--- config.mk ---
export PLATFORM = sky130hd
export DESIGN_NAME = bomb_game_ctrl
export DESIGN_NICKNAME = d
export VERILOG_FILES = /design/src/rtl/bomb_game_ctrl.sv
export SDC_FILE = /design/constraint.sdc
export NUM_CORES = 1
export LEC_CHECK = 0
export ABC_AREA = 1
export CORE_MARGIN = 2
export CORE_UTILIZATION = 52
export CTS_CLUSTER_SIZE = 30
export DETAILED_ROUTE_END_ITERATION = 10
export GPL_TIMING_DRIVEN = 0
export PLACE_DENSITY = 0.76
export SLEW_MARGIN = 20
export SYNTH_ARGS = -nofsm -noshare
export SYNTH_HDL_FRONTEND = slang
export SYNTH_SLANG_ARGS = --single-unit
--- constraint.sdc ---
create_clock -name clk -period 2 [get_ports clk]
set_input_delay 0.3 -clock clk [delete_from_list [all_inputs] [get_ports clk]]
set_output_delay 0.3 -clock clk [all_outputs]
set_load 0.01 [all_outputs]
--- src/rtl/bomb_game_ctrl.sv ---
// bomb_game_ctrl: central sequencer for the bomb-defusal board.
// Arms every puzzle module through the 3-bit module-state protocol, runs the
// countdown, counts strikes and decides between DEFUSED and EXPLODED.
// Optional feature macro: STRIKE_SPEEDUP_EN (each strike halves the second).
module bomb_game_ctrl #(
  parameter int unsigned N_MOD        = 4,
  parameter int unsigned CLK_HZ       = 50_000_000,
  parameter int unsigned GAME_SECONDS = 300,
  parameter int unsigned MAX_STRIKES  = 3,
  parameter int unsigned ARM_TIMEOUT  = 1024
) (
  input  logic                 clk,
  input  logic                 rst,
  input  logic                 start,
  input  logic [N_MOD-1:0]     mod_activated,
  input  logic [N_MOD-1:0]     mod_failed,
  input  logic [N_MOD-1:0]     mod_solved,
  output logic [3*N_MOD-1:0]   mod_state,
  output logic [2:0]           game_state,
  output logic [9:0]           time_left,
  output logic [1:0]           strikes,
  output logic                 sec_tick,
  output logic                 defused,
  output logic                 exploded,
  output logic                 arm_fault
);

  localparam int unsigned CNT_W  = $clog2(CLK_HZ + 1);
  localparam int unsigned ARM_W  = $clog2(ARM_TIMEOUT + 1);
  localparam int unsigned FCNT_W = 4;

  localparam logic [2:0] S_IDLE     = 3'd0;
  localparam logic [2:0] S_ARM      = 3'd1;
  localparam logic [2:0] S_RUN      = 3'd2;
  localparam logic [2:0] S_DEFUSED  = 3'd3;
  localparam logic [2:0] S_EXPLODED = 3'd4;
  localparam logic [2:0] S_FAULT    = 3'd5;

  localparam logic [2:0] MS_IDLE       = 3'b000;
  localparam logic [2:0] MS_ACTIVATING = 3'b001;
  localparam logic [2:0] MS_ACTIVATED  = 3'b010;
  localparam logic [2:0] MS_SOLVED     = 3'b011;

  localparam logic [N_MOD-1:0] ALL_ONES = {N_MOD{1'b1}};

  logic [2:0]         state_q;
  logic [2:0]         state_d;
  logic               start_q;
  logic               start_rise_c;
  logic [N_MOD-1:0]   ack_q;
  logic [N_MOD-1:0]   ack_d;
  logic [N_MOD-1:0]   solved_q;
  logic [N_MOD-1:0]   solved_d;
  logic [CNT_W-1:0]   tick_q;
  logic [CNT_W-1:0]   tick_d;
  logic [CNT_W-1:0]   div_raw_c;
  logic [CNT_W-1:0]   div_c;
  logic [ARM_W-1:0]   arm_cnt_q;
  logic [ARM_W-1:0]   arm_cnt_d;
  logic [9:0]         time_d;
  logic [1:0]         strikes_d;
  logic               sec_tick_d;
  logic [3*N_MOD-1:0] mod_state_d;
  logic [FCNT_W-1:0]  fail_cnt_c;
  logic [FCNT_W-1:0]  strike_sum_c;

  assign start_rise_c = start & ~start_q;
  assign game_state   = state_q;

  // Length of one game second in clk cycles for the current strike count
  always_comb begin
`ifdef STRIKE_SPEEDUP_EN
    div_raw_c = CNT_W'(CLK_HZ) >> strikes;
`else
    div_raw_c = CNT_W'(CLK_HZ);
`endif
    div_c = (div_raw_c == '0) ? CNT_W'(1) : div_raw_c;
  end

  // Count wrong actions from modules that are still unsolved
  always_comb begin
    fail_cnt_c = '0;
    for (int unsigned i = 0; i < N_MOD; i++) begin
      fail_cnt_c = fail_cnt_c + FCNT_W'(mod_failed[i] & ~solved_q[i]);
    end
    strike_sum_c = FCNT_W'(strikes) + fail_cnt_c;
  end

  // Next game state, counters and per-module state codes
  always_comb begin
    state_d     = state_q;
    ack_d       = ack_q;
    solved_d    = solved_q;
    tick_d      = tick_q;
    arm_cnt_d   = arm_cnt_q;
    time_d      = time_left;
    strikes_d   = strikes;
    sec_tick_d  = 1'b0;
    mod_state_d = '0;

    case (state_q)
      S_ARM: begin
        ack_d = ack_q | mod_activated;
        if ((ack_q | mod_activated) == ALL_ONES) begin
          state_d = S_RUN;
        end else if (arm_cnt_q == ARM_W'(ARM_TIMEOUT - 1)) begin
          state_d = S_FAULT;
        end else begin
          arm_cnt_d = arm_cnt_q + ARM_W'(1);
        end
      end

      S_RUN: begin
        // Exit decisions use the already-registered masks and counters
        if ((strikes == 2'(MAX_STRIKES)) || (time_left == 10'd0)) begin
          state_d = S_EXPLODED;
        end else if (solved_q == ALL_ONES) begin
          state_d = S_DEFUSED;
        end else begin
          solved_d  = solved_q | mod_solved;
          strikes_d = (strike_sum_c >= FCNT_W'(MAX_STRIKES)) ?
                      2'(MAX_STRIKES) : strike_sum_c[1:0];
          if (tick_q >= (div_c - CNT_W'(1))) begin
            tick_d = '0;
            if (time_left != 10'd0) begin
              time_d     = time_left - 10'd1;
              sec_tick_d = 1'b1;
            end
          end else begin
            tick_d = tick_q + CNT_W'(1);
          end
`ifdef STRIKE_SPEEDUP_EN
          // A new strike count starts a fresh, shorter second
          if (strikes_d != strikes) begin
            tick_d = '0;
          end
`endif
        end
      end

      S_IDLE, S_DEFUSED, S_EXPLODED, S_FAULT: begin
        if (start_rise_c) begin
          state_d   = S_ARM;
          ack_d     = '0;
          solved_d  = '0;
          strikes_d = '0;
          tick_d    = '0;
          arm_cnt_d = '0;
          time_d    = 10'(GAME_SECONDS);
        end
      end

      default: begin
        state_d = S_IDLE;
      end
    endcase

    for (int unsigned i = 0; i < N_MOD; i++) begin
      case (state_d)
        S_ARM:   mod_state_d[3*i +: 3] = MS_ACTIVATING;
        S_RUN:   mod_state_d[3*i +: 3] = solved_d[i] ? MS_SOLVED : MS_ACTIVATED;
        default: mod_state_d[3*i +: 3] = MS_IDLE;
      endcase
    end
  end

  // Game state register
  always_ff @(posedge clk or negedge rst) begin
    if (!rst) begin
      state_q <= S_IDLE;
    end else begin
      state_q <= state_d;
    end
  end

  // Masks, counters and registered outputs
  always_ff @(posedge clk or negedge rst) begin
    if (!rst) begin
      start_q   <= 1'b0;
      ack_q     <= '0;
      solved_q  <= '0;
      tick_q    <= '0;
      arm_cnt_q <= '0;
      time_left <= 10'(GAME_SECONDS);
      strikes   <= '0;
      sec_tick  <= 1'b0;
      mod_state <= '0;
      defused   <= 1'b0;
      exploded  <= 1'b0;
      arm_fault <= 1'b0;
    end else begin
      start_q   <= start;
      ack_q     <= ack_d;
      solved_q  <= solved_d;
      tick_q    <= tick_d;
      arm_cnt_q <= arm_cnt_d;
      time_left <= time_d;
      strikes   <= strikes_d;
      sec_tick  <= sec_tick_d;
      mod_state <= mod_state_d;
      defused   <= (state_d == S_DEFUSED);
      exploded  <= (state_d == S_EXPLODED);
      arm_fault <= (state_d == S_FAULT);
    end
  end

endmodule

==> flow_summary_export.csv <==
group,metric,value,unit
run_status,outcome,"finished with violations",
run_status,violations,"negative setup slack",
die,rows,33,
sta,finalCritPeriodShare,1.12,
routing,first_pass_iters,7,
power,p_leak,2.60,nW
layout,area_growth,21.3,%
grt,grt_max_degree,49,
die,die_h,95.3,um
clock_network,cts_tree,"done",
clock_network,insertion_delay,0.35,ns
grt,grt_pass1_vias,3994,
critical_path,reg2reg_slack,-0.23,ns
clock_network,cts.path.max_buffers,2,
sta,clock.fmax,448,MHz
sta,hold_viol,0,
grt,grt_antenna_before_repair,0,
sta,rsz0062_at_grt,"true",
synthesis,ys_seq_elements,70,
layout,final_nets,724,
synthesis,synth_area,0.00433,mm2
routing,ant_nets,0,
sta,finalSetupTns,-0.301,ns
layout,antenna_cells,0,
routing,drt_iter0_drc,168,
layout,layout_common_cells,"224 x nand2_1, 91 x nor2_1, 78 x nand3_1, 64 x dfrtp_1, 61 x inv_1",
grt,grt.total_usage,0.250,
sta,setup_violations,2,
synthesis,seq_area_frac_synth,0.406,
sta,post-route-min-period,2.23,ns
synthesis,synth_cells,640,
power,ir_worst_vdd,1.01,mV
critical_path,critPathRequiredTime,2.28,ns
flow_run,drv_cap,0,
die,pin_count,46,
critical_path,arrival,2.51,ns
grt,met2_usage,0.427,
synthesis,synth_area_per_cell,6.77,um2
clock_network,path_clk_slew,0.08,ns
power,cellPowerDensity,1300,mW/mm2
synthesis,synth_cell_types,31,
die,start_util,0.533,
sta,skew,0.0123,ns
placement,portBuffers,41,
min_path,worstHoldPathType,"in2async",
die,die-width,95.3,um
clock_network,cts_root_buffer,"clkbuf_8",
clock_network,htreeDepth,3,
routing,wire_per_inst,12.8,um
clock_network,numCtsBuffers,9,
grt,gr-max-usage-layer,"met2",
critical_path,startpoint_type,"register",
layout,final_util,0.646,
placement,place_hpwl,7630,um
sta,slew_viol_final,0,
grt,grt-ovfl-total,0,
placement,place.gp.congestion,0.978,
die,dieArea,0.00908,mm2
grt,grt_pass1_wl,17900,um
critical_path,critical_path_class,"reg2reg",
layout,drive_gt1_frac,0.112,
synthesis,ys.warnings.count,0,
routing,drc,0,
sta,setup_ws,-0.231,ns
grt,use_met3,0.0356,
critical_path,crit_fanout,2,
layout,nFillCells,710,
routing,vias,4124,
die,core-area,0.00813,mm2
layout,final_common_cell,"nand2_1",
routing,drt_wl_total,10400,um
grt,gr-usage-met1,0.320,
critical_path,cp-end-kind,"register",
clock_network,clock_sinks,70,
routing,routed_via_density,5.07,
-- synthesized netlist by cell type (all sizes together) --
| master | n | share of area |
|---|---|---|
| inv | 69 | 0.060 |
| conb | 1 | 0.00087 |
| nor3 | 6 | 0.0081 |
| a21boi | 1 | 0.0017 |
| nand2 | 228 | 0.20 |
| a21oi | 7 | 0.0090 |
| o211ai | 2 | 0.0035 |
| o21ai | 14 | 0.016 |
| fa | 3 | 0.014 |
| xnor2 | 6 | 0.012 |
| o21bai | 2 | 0.0035 |
| nand3 | 81 | 0.095 |
| ha | 3 | 0.0087 |
| dfrtp | 66 | 0.38 |
| clkbuf | 2 | 0.0017 |
| xor2 | 16 | 0.032 |
| nand3b | 1 | 0.0017 |
| or2 | 1 | 0.0014 |
| nand4 | 7 | 0.010 |
| buf | 23 | 0.031 |
| nor3b | 1 | 0.0017 |
| nor2 | 96 | 0.085 |
| dfstp | 4 | 0.024 |
-- registers in the layout (all words and copies together) (netlist names) --
signal and flops:
ack_q 4, arm_cnt_q 11, arm_fault 1, defused 1
exploded 1, game_state 3, mod_state 5, sec_tick 1
solved_q 4, start_q 1, strikes 2, tick_q 26
time_left 10
-- logic make-up after synthesis --
family,count (synthesis),share of synthesized area
and+or+nand+nor,421,0.400
other,1,0.000866
adders and majority gates,6,0.0225
xor gates and xnor gates,22,0.0445
buffers and inverters,94,0.0924
DFF,70,0.406
AOI/OAI and AO/OA,26,0.0338
-- path summary, 6_finish.rpt --
check,start,end,depth (start not counted)
max in group asynchronous,rst,time_left[8],3
max reg2reg,solved_q[2],strikes[1],10
min reg2reg,time_left[3],time_left[3],2
min,rst,tick_q[14],2
max,solved_q[2],strikes[1],10
min in group clk,start,start_q,1
-- what timing repair did --
item                                    CTS  global route
pin swaps                                 2             4
endpoints found under the hold margin    19             0
endpoints found under the setup margin   37            57
setup buffers                             2             4
hold buffers                              1             0
gates resized for setup                   6            24
-- report_power, final --
part           internal, W  switching (W)  leakage (nW)
Sequential         0.00179       0.000320         0.923
Clock             0.000611       0.000568        0.0955
Combinational      0.00136        0.00218          1.58
-- critical path, stage by stage, from the launching register on --
cell	delay, ns
dfrtp_1	0.39
inv_2	0.06
nand2_2	0.05
fa_1	0.51
inv_1	0.05
fa_2	0.33
inv_2	0.06
fa_1	0.42
a21oi_2	0.14
nand2_1	0.07
o21ai_1	0.08
-- routing by layer --
metal,vias to the layer above,wire length (um)
met3,21,380
met5,-,0
met2,92,5190
met4,0,222
met1,1914,4630
li1,2097,-
-- cell type report --
type	count	area, um2	share of cell area
Buffer	25	159	0.0302
Clock buffer	11	141	0.0269
Clock inverter	5	58.8	0.0112
Inverter	69	259	0.0493
Multi-Input combinational cell	479	2240	0.427
Sequential cell	70	1760	0.335
Tap cell	105	131	0.0250
Timing Repair Buffer	49	503	0.0957
-- through the flow --
| stage | worst slack, ns | total power, W | std cells | cell area (um2) | hold WS (ns) |
|---|---|---|---|---|---|
| final | -0.231 | 0.00683 | 813 | 5260 | 0.386 |
| after global routing | -0.292 | 0.00737 | 813 | 5260 | 0.429 |
| after CTS | -0.252 | 0.00661 | 809 | 5160 | 0.390 |
| after detailed placement | -0.599 | 0.00536 | 790 | 4910 | 0.222 |
| after global placement | -1.80 | 0.00524 | 789 | 4890 | 0.480 |
| after floorplan | -0.114 | 0.00420 | 643 | 4350 | 0.00441 |
No activity file was read; power rests on OpenSTA's default activity.
